### src/rtl/stream_processor.sv
`default_nettype none
// ============================================================================
// Module      : stream_processor
// Description : Instruction-driven sequencer that steps a spiking network and
//               queues its per-step results in a credit-controlled output FIFO.
// Revision    : 1.0 - initial release
// ============================================================================
module stream_processor #(
    parameter int NUM_INP     = 8,
    parameter int NUM_OUT     = 8,
    parameter int RUN_WIDTH   = 16,
    parameter int INSTR_DEPTH = 4,
    parameter int OUT_DEPTH   = 4,
    localparam int PAYLOAD_WIDTH = (NUM_INP > RUN_WIDTH) ? NUM_INP : RUN_WIDTH,
    localparam int INSTR_WIDTH   = PAYLOAD_WIDTH + 2
) (
    input  logic                   clk,
    input  logic                   rst,
    input  logic                   instr_valid,
    output logic                   instr_ready,
    input  logic [INSTR_WIDTH-1:0] instr,
    output logic                   net_en,
    output logic                   net_clear,
    output logic [NUM_INP-1:0]     net_inp,
    input  logic [NUM_OUT-1:0]     net_out,
    output logic                   out_valid,
    input  logic                   out_ready,
    output logic [NUM_OUT-1:0]     out,
    output logic                   out_last,
    output logic                   busy
);

    localparam int c_ipw = $clog2(INSTR_DEPTH);
    localparam int c_icw = $clog2(INSTR_DEPTH + 1);
    localparam int c_opw = $clog2(OUT_DEPTH);
    localparam int c_ocw = $clog2(OUT_DEPTH + 1);

    localparam logic [c_icw-1:0]     c_instr_full = c_icw'(INSTR_DEPTH);
    localparam logic [c_ocw:0]       c_out_limit  = (c_ocw + 1)'(OUT_DEPTH);
    localparam logic [RUN_WIDTH-1:0] c_run_one    = RUN_WIDTH'(1);

    localparam logic [1:0] c_op_nop   = 2'b00;
    localparam logic [1:0] c_op_spike = 2'b01;
    localparam logic [1:0] c_op_run   = 2'b10;
    localparam logic [1:0] c_op_clear = 2'b11;

    localparam logic [1:0] c_st_idle  = 2'd0;
    localparam logic [1:0] c_st_run   = 2'd1;
    localparam logic [1:0] c_st_clear = 2'd2;

    // Instruction FIFO
    logic [INSTR_WIDTH-1:0] r_imem [INSTR_DEPTH];
    logic [c_ipw-1:0]       r_iwp;
    logic [c_ipw-1:0]       r_irp;
    logic [c_icw-1:0]       r_icnt;

    // Output FIFO: {last tag, network result}
    logic [NUM_OUT:0]       r_omem [OUT_DEPTH];
    logic [c_opw-1:0]       r_owp;
    logic [c_opw-1:0]       r_orp;
    logic [c_ocw-1:0]       r_ocnt;

    // Sequencer
    logic [1:0]             r_state;
    logic [RUN_WIDTH-1:0]   r_remaining;
    logic                   r_first;
    logic [NUM_INP-1:0]     r_pending;
    logic                   r_inflight;
    logic                   r_inflight_last;

    logic                     w_ipush;
    logic                     w_ipop;
    logic [INSTR_WIDTH-1:0]   w_head;
    logic [1:0]               w_op;
    logic [PAYLOAD_WIDTH-1:0] w_payload;
    logic [RUN_WIDTH-1:0]     w_run_count;
    logic [c_ocw:0]           w_occupancy;
    logic                     w_credit_ok;
    logic                     w_step;
    logic                     w_opush;
    logic                     w_opop;

    assign w_ipush     = instr_valid && instr_ready;
    assign w_ipop      = (r_state == c_st_idle) && (r_icnt != '0);
    assign w_head      = r_imem[r_irp];
    assign w_op        = w_head[INSTR_WIDTH-1 -: 2];
    assign w_payload   = w_head[PAYLOAD_WIDTH-1:0];
    assign w_run_count = w_payload[RUN_WIDTH-1:0];

    // Credit counts only registered state; a pop in this same cycle earns nothing.
    assign w_occupancy = {1'b0, r_ocnt} + {{c_ocw{1'b0}}, r_inflight};
    assign w_credit_ok = (w_occupancy < c_out_limit);
    assign w_step      = !rst && (r_state == c_st_run) && w_credit_ok;

    assign w_opush = r_inflight;
    assign w_opop  = out_valid && out_ready;

    assign instr_ready = (r_icnt != c_instr_full);
    assign net_en      = w_step;
    assign net_inp     = (w_step && r_first) ? r_pending : '0;
    assign net_clear   = rst || (r_state == c_st_clear);
    assign out_valid   = !rst && (r_ocnt != '0);
    assign {out_last, out} = r_omem[r_orp];
    assign busy        = !rst && ((r_state != c_st_idle) || (r_icnt != '0) ||
                                  r_inflight || (r_ocnt != '0));

    always_ff @(posedge clk) begin
        if (w_ipush) begin
            r_imem[r_iwp] <= instr;
        end
    end

    always_ff @(posedge clk) begin
        if (rst) begin
            r_iwp  <= '0;
            r_irp  <= '0;
            r_icnt <= '0;
        end else begin
            if (w_ipush) begin
                r_iwp <= r_iwp + 1'b1;
            end
            if (w_ipop) begin
                r_irp <= r_irp + 1'b1;
            end
            case ({w_ipush, w_ipop})
                2'b10:   r_icnt <= r_icnt + 1'b1;
                2'b01:   r_icnt <= r_icnt - 1'b1;
                default: r_icnt <= r_icnt;
            endcase
        end
    end

    always_ff @(posedge clk) begin
        if (w_opush) begin
            r_omem[r_owp] <= {r_inflight_last, net_out};
        end
    end

    always_ff @(posedge clk) begin
        if (rst) begin
            r_owp  <= '0;
            r_orp  <= '0;
            r_ocnt <= '0;
        end else begin
            if (w_opush) begin
                r_owp <= r_owp + 1'b1;
            end
            if (w_opop) begin
                r_orp <= r_orp + 1'b1;
            end
            case ({w_opush, w_opop})
                2'b10:   r_ocnt <= r_ocnt + 1'b1;
                2'b01:   r_ocnt <= r_ocnt - 1'b1;
                default: r_ocnt <= r_ocnt;
            endcase
        end
    end

    always_ff @(posedge clk) begin
        if (rst) begin
            r_state         <= c_st_idle;
            r_remaining     <= '0;
            r_first         <= 1'b0;
            r_pending       <= '0;
            r_inflight      <= 1'b0;
            r_inflight_last <= 1'b0;
        end else begin
            // Capture bookkeeping runs independently of the state so the final
            // step's result is still collected after returning to idle.
            r_inflight      <= w_step;
            r_inflight_last <= w_step && (r_remaining == c_run_one);

            case (r_state)
                c_st_idle: begin
                    if (w_ipop) begin
                        case (w_op)
                            c_op_nop: begin
                            end
                            c_op_spike: begin
                                r_pending <= r_pending | w_payload[NUM_INP-1:0];
                            end
                            c_op_run: begin
                                if (w_run_count != '0) begin
                                    r_remaining <= w_run_count;
                                    r_first     <= 1'b1;
                                    r_state     <= c_st_run;
                                end
                            end
                            c_op_clear: begin
                                r_state <= c_st_clear;
                            end
                            default: begin
                            end
                        endcase
                    end
                end
                c_st_run: begin
                    if (w_step) begin
                        r_remaining <= r_remaining - 1'b1;
                        if (r_first) begin
                            r_first   <= 1'b0;
                            r_pending <= '0;
                        end
                        if (r_remaining == c_run_one) begin
                            r_state <= c_st_idle;
                        end
                    end
                end
                c_st_clear: begin
                    r_pending <= '0;
                    r_state   <= c_st_idle;
                end
                default: begin
                    r_state <= c_st_idle;
                end
            endcase
        end
    end

endmodule
`default_nettype wire

### config.mk
export PLATFORM = sky130hd
export DESIGN_NAME = stream_processor
export DESIGN_NICKNAME = d
export VERILOG_FILES = /design/src/rtl/stream_processor.sv
export SDC_FILE = /design/constraint.sdc
export NUM_CORES = 1
export LEC_CHECK = 0
export BUFFER_PORTS_ARGS = -buffer_cell sky130_fd_sc_hd__clkbuf_2
export CORE_MARGIN = 4
export CORE_UTILIZATION = 60
export CTS_CLUSTER_SIZE = 25
export DETAILED_ROUTE_END_ITERATION = 10
export GPL_TIMING_DRIVEN = 0
export PLACE_DENSITY_LB_ADDON = 0.25
export SLEW_MARGIN = 20
export SYNTH_ARGS = -nofsm -noshare
export SYNTH_HDL_FRONTEND = slang
export SYNTH_SLANG_ARGS = --single-unit
### constraint.sdc
create_clock -name clk -period 3.5 [get_ports clk]
set_input_delay 0.175 -clock clk [delete_from_list [all_inputs] [get_ports clk]]
set_output_delay 0.175 -clock clk [all_outputs]
set_load 0.005 [all_outputs]
# After elaboration in Yosys (flattened, before gate mapping)
# Memories as Yosys holds them, arrays and structs flattened. A register that Yosys moved wholly into a read port is not among the register bits.
# Cells that the tools add are included.
# totals
register_bits	43
latch_bits	0
mem_bits_rw	108
rom_bits	0
output_inout_bits	22
wordCells	104
n_memories	2
# classes
n_addsub	10
multipliers	0
div	0
magnitude_cmp	1
n_eq_ne	20
n_shift	0
mux	32
bitwise_logic	1
reduce_logical	26
# mem_list
memory	depth	word_bits	read_ports	rd_clocked_by_memory_dff	wr	line	source
r_imem	4	18	1	1	1	52	logic [INSTR_WIDTH-1:0] r_imem [INSTR_DEPTH];
r_omem	4	9	1	1	1	58	logic [NUM_OUT:0] r_omem [OUT_DEPTH];
# ops
operator	n
$mux W16	4
$mux W8	5
$pmux W16 S2	1
$pmux W8 S3	1
$eq A16 B1 Y1 const B	1
$mux W2	8
$reduce_bool A16 Y1	1
$sub A16 B1 Y16 const B	1
$reduce_and A5 Y1	3
$pmux W3 S2	2
$eq A2 B2 Y1 const B	5
$logic_and A1 B1 Y1	9
$reduce_bool A3 Y1	3
$add A2 B1 Y2 const B	4
$eq A2 B1 Y1 const B	4
$mux W1	8
$ne A2 B1 Y1 const B	4
$or A8 B8 Y8	1
$pmux W2 S2	2
$reduce_bool A2 Y1	4
$add A3 B1 Y3 const B	2
$ne A2 B2 Y1 const B	3
$ne A3 B3 Y1 const B	2
$sub A3 B1 Y3 const B	2
other kinds (7)	10

# Logic depth before layout (Yosys ltp)
# logic_depth
ltp_word	5
ltp_mapped	10
ltp_nobuf	10

# Worst setup path after synthesis
# No wires, ideal clock.
# synth_timing
path_type	register -> register
startpoint	register r_state[0]
endpoint	register r_icnt[2]
setup_time_ns	0.071
arrival_ns	2.354
t_required_ns	3.429
path_slack_ns	1.075
path_stages_with_launch	11
path_buffers	1
synth_period_minus_slack_ns	2.425
cell_sequence	dfxtp_1 inv_1 ha_1 clkbuf_1 nor2b_1 ha_1 inv_1 fa_1 xor2_1 or3_1 a21oi_1
# synth_via
elab_chain_cells	4
elab_cells_between_ends	6
# synth_rtl
element	line	source
start, declared	64	logic [1:0] r_state;
start signal, assigned	161	r_state <= c_st_idle;
start signal, assigned	186	r_state <= c_st_run;
start signal, assigned	190	r_state <= c_st_clear;
$logic_not A2 Y1 *	84	assign w_ipop = (r_state == c_st_idle) && (r_icnt != '0);
$logic_and A1 B1 Y1 *	84	
via w_ipop	72	logic w_ipop;
$eq A2 B1 Y1 / $eq A2 B2 Y1 (equally long branches)	125	case ({w_ipush, w_ipop})
$pmux W3 S2 / $reduce_bool A2 Y1 (equally long branches)	--	
end signal, assigned	126	2'b10: r_icnt <= r_icnt + 1'b1;
end signal, assigned	127	2'b01: r_icnt <= r_icnt - 1'b1;
end signal, assigned	128	default: r_icnt <= r_icnt;
end, declared	55	logic [c_icw-1:0] r_icnt;
# Mark *: on every way through the listed nets, which the timed path passes. The rest lies on a longest branch.
# A chain may end at the register's enable or synchronous reset.

# Worst setup path in the final report
# layout_timing
startpoint	register r_state[1]
endpoint	register r_pending[0]
# layout_via
elab_chain_cells	5
elab_cells_between_ends	13
# layout_rtl
element	line	source
$eq A2 B1 Y1	93, 173	
$logic_and A1 B1 Y1 (2 in series)	93	assign w_step = !rst && (r_state == c_st_run) && w_credit_ok;
$ne A2 B2 Y1 (no source line)	--	
$reduce_and A5 Y1 (no source line)	--	
end signal, assigned	180	r_pending <= r_pending | w_payload[NUM_INP-1:0];
end, declared	67	logic [NUM_INP-1:0] r_pending;
# Several ways; a longest one is shown, not always the timed one.

==> results.yml <==
route:
  top_layer: "met4"
  wl_met2_um: 6890
  via_count: 4150
  via_per_inst: 5.80
  drtIter0Drc: 327
  post_drt_wl_per_cell_um: 18.7
  firstDrtPassIters: 5
  wirelength_met1_um: 5690
  wl_met3_um: 665
  routed_wl_um: 13400
  antenna_left: 0
  drc: 0
floorplan:
  core-area_um2: 10900
  fp.dieH_um: 114
  dieArea_um2: 12900
  rows: 38
  start_util_pct: 61.4
  ios: 52
  die_x_um: 114
logic_synthesis:
  syn_area_um2: 6680
  synth_cells: 467
  yosysMostFrequentCell: "edfxtp_1"
  ys_seq_area_share_pct: 62.6
  syn_nets: 515
  synthTopCellsByCount: "edfxtp_1, dfxtp_1, nor2_1"
  synth_seq_cells: 155
  synth_top_flop_cell: "edfxtp_1"
  synth_area_per_cell_um2: 14.3
  synth_cell_types: 65
  yosys_warnings: 0
  synthArstFlopShare_pct: 0
  synth_edf_count: 108
  synth_area_leader_cell: "edfxtp_1"
  synth_top_area_share_pct: 48.5
  synthTopCellsByArea: "edfxtp_1, dfxtp_1, mux4_2"
sta:
  worstMarginPinSlew_ps: 985
  finalSetupViolCount: 0
  skew_ps: 6.58
  holdWs_ps: 105
  slew_viol_final: 0
  fin_ws_ps: 488
  period_needed_ps: 3010
  max_freq_mhz: 332
  relSlewSlack_pct: 34.4
  grt_setup_unrepaired: "no"
  fin_setup_tns_ps: 0
  finalCritPeriodShare_pct: 86.1
  hold_viol_final: 0
cells_and_area:
  drive_gt1_share_pct: 24.0
  nets: 611
  final_util_pct: 73.0
  areaGrowthSynthToFinish_pct: 19.0
  n_antenna_cell: 0
global_route:
  grt_pass1_vias: 4286
  antenna_found_initial: 0
  track_usage_pct: 22.6
  grt_pass1_wl_um: 22400
  overflow: 0
  grt_start_max_net_pins: 19
power_and_ir_drop:
  combPwrFrac_pct: 32.7
  intPower_w: 0.00412
  power_density_nw_per_um2: 781
  finalPower_w: 0.00621
  clockPowerShare_pct: 28.9
  netSwitchingFraction_pct: 33.6
  ir_worst_vdd_mv: 0.447
  pwr-share-seq_pct: 38.4
  leakagePower_nw: 2.86
  power_switching_w: 0.00209
worst_setup_path:
  ff2ff_setup_slack_ps: 490
  end_kind: "flop"
  critPathBufInv: 3
  cp_slowest_cell: "a2111oi_4"
  crit_top_cell: "nor2_1"
  crit_family: "compound AO/OA/AOI/OAI gates"
  cp.arrival_ps: 3410
  crit_chain: "inv_1 > ha_1 > buf_4 > and2b_1 > and4b_1 > clkbuf_1 > nor2_1 > a2111oi_4 > a21o_1 > nor2_1"
  crit_path_max_fanout: 9
  cp-start-kind: "flop"
  crit_required_ps: 3900
  crit_type: "reg -> reg"
  max_stage_delay_ps: 640
cts:
  cts_sinks: 155
  clockRootBuffer: "clkbuf_8"
  insertion_delay_ps: 520
  cts_tree: "built"
  clk_transition_reported_paths_ps: 70
  cts_buffers: 17
  htree_levels: 4
  cts_resized: 0
  cts.path.max_buffers: 2
placed_design:
  preCtsSetupSlack_ps: 619
  dp_hpwl_um: 8930
  io_buffers: 51
  place.gp.congestion: 0.865
status:
  outcome: "complete, no violations"
run:
  cap_violations: 0
hold_path:
  hold_class: "in -> reg"
-- cell usage in the layout, fill, tap and decap left out, types with 7 or more instances in the layout --
cell / instances
mux4_2: 24
nor2_1: 44
o21ai_1: 8
clkbuf_2: 51
o21ai_0: 7
nand3_1: 9
clkbuf_16: 16
ha_1: 16
nand2_1: 23
edfxtp_1: 108
inv_1: 20
dfxtp_1: 47
and2_1: 17
dlygate4sd3_1: 26
clkbuf_1: 11
a21oi_1: 19
-- state kept, by name, summed over array words and instances, names as in the netlist, named ones only --
| signal | cells |
|---|---|
| r_orp | 2 |
| r_icnt | 3 |
| r_first | 1 |
| r_owp | 2 |
| r_irp | 2 |
| r_omem | 36 |
| r_ocnt | 3 |
| r_iwp | 2 |
| r_inflight | 1 |
| r_imem | 72 |
| r_remaining | 16 |
| r_state | 2 |
| r_pending | 8 |
| r_inflight_last | 1 |
-- power groups by stage --
stage	clock network, W	registers (W)	logic (W)
2_1_floorplan	0	0.00237	0.00153
3_3_place_gp	0	0.00240	0.00193
3_5_place_dp	0	0.00241	0.00198
4_1_cts	0.00181	0.00238	0.00202
5_1_grt	0.00191	0.00242	0.00224
6_report	0.00179	0.00239	0.00203
-- routing by layer --
layer  global-route usage [%]  vias up
li1                         -     1954
met1                     29.7     2040
met2                     38.3      139
met3                     5.20       17
met4                     5.85        0
met5                        0        -
-- worst min-delay path: stages --
cell and delay (ps):
clkbuf_2 70, and2_1 160, xnor2_1 100, nor2_1 80
-- path summary, 6_finish.rpt --
check	start	endpoint	cells past startpoint
worst max-delay path	r_state[1]	r_pending[0]	10
worst min-delay path	out_ready	flop	4
worst max register to register	r_state[1]	r_pending[0]	10
worst min register to register	r_remaining[15]	r_remaining[15]	2
-- area by class of cell --
type                            count  area (µm²)
Sequential cell                   155        4180
Fill cell                         694        2940
Multi-Input combinational cell    272        2300
Timing Repair Buffer               77         515
Clock buffer                       18         418
Tap cell                          140         175
Clock inverter                     14         163
Buffer                             19         123
Inverter                           21        78.8
-- metrics by stage --
stage                     cell area [µm²]  std cells
after floorplan                      6680        467
after global placement               7110        658
after detailed placement             7110        658
after CTS                            7950        716
after global routing                 7950        716
final                                7950        716
-- logic make-up after synthesis --
family / after synthesis / synth area share (%)
DFF: 155 / 62.6
AOI/OAI and AO/OA: 79 / 9.21
xor gates and xnor gates: 10 / 1.31
buffers and inverters: 40 / 3.01
muxes: 35 / 10.3
and+or+nand+nor: 130 / 9.93
adders and majority gates: 18 / 3.60
-- repair_timing --
action	4_1_cts	5_1_grt
buffers inserted	0	0
hold buffers	26	0
hold endpoints to repair	104	0
Power figures use the tool's default switching activity.
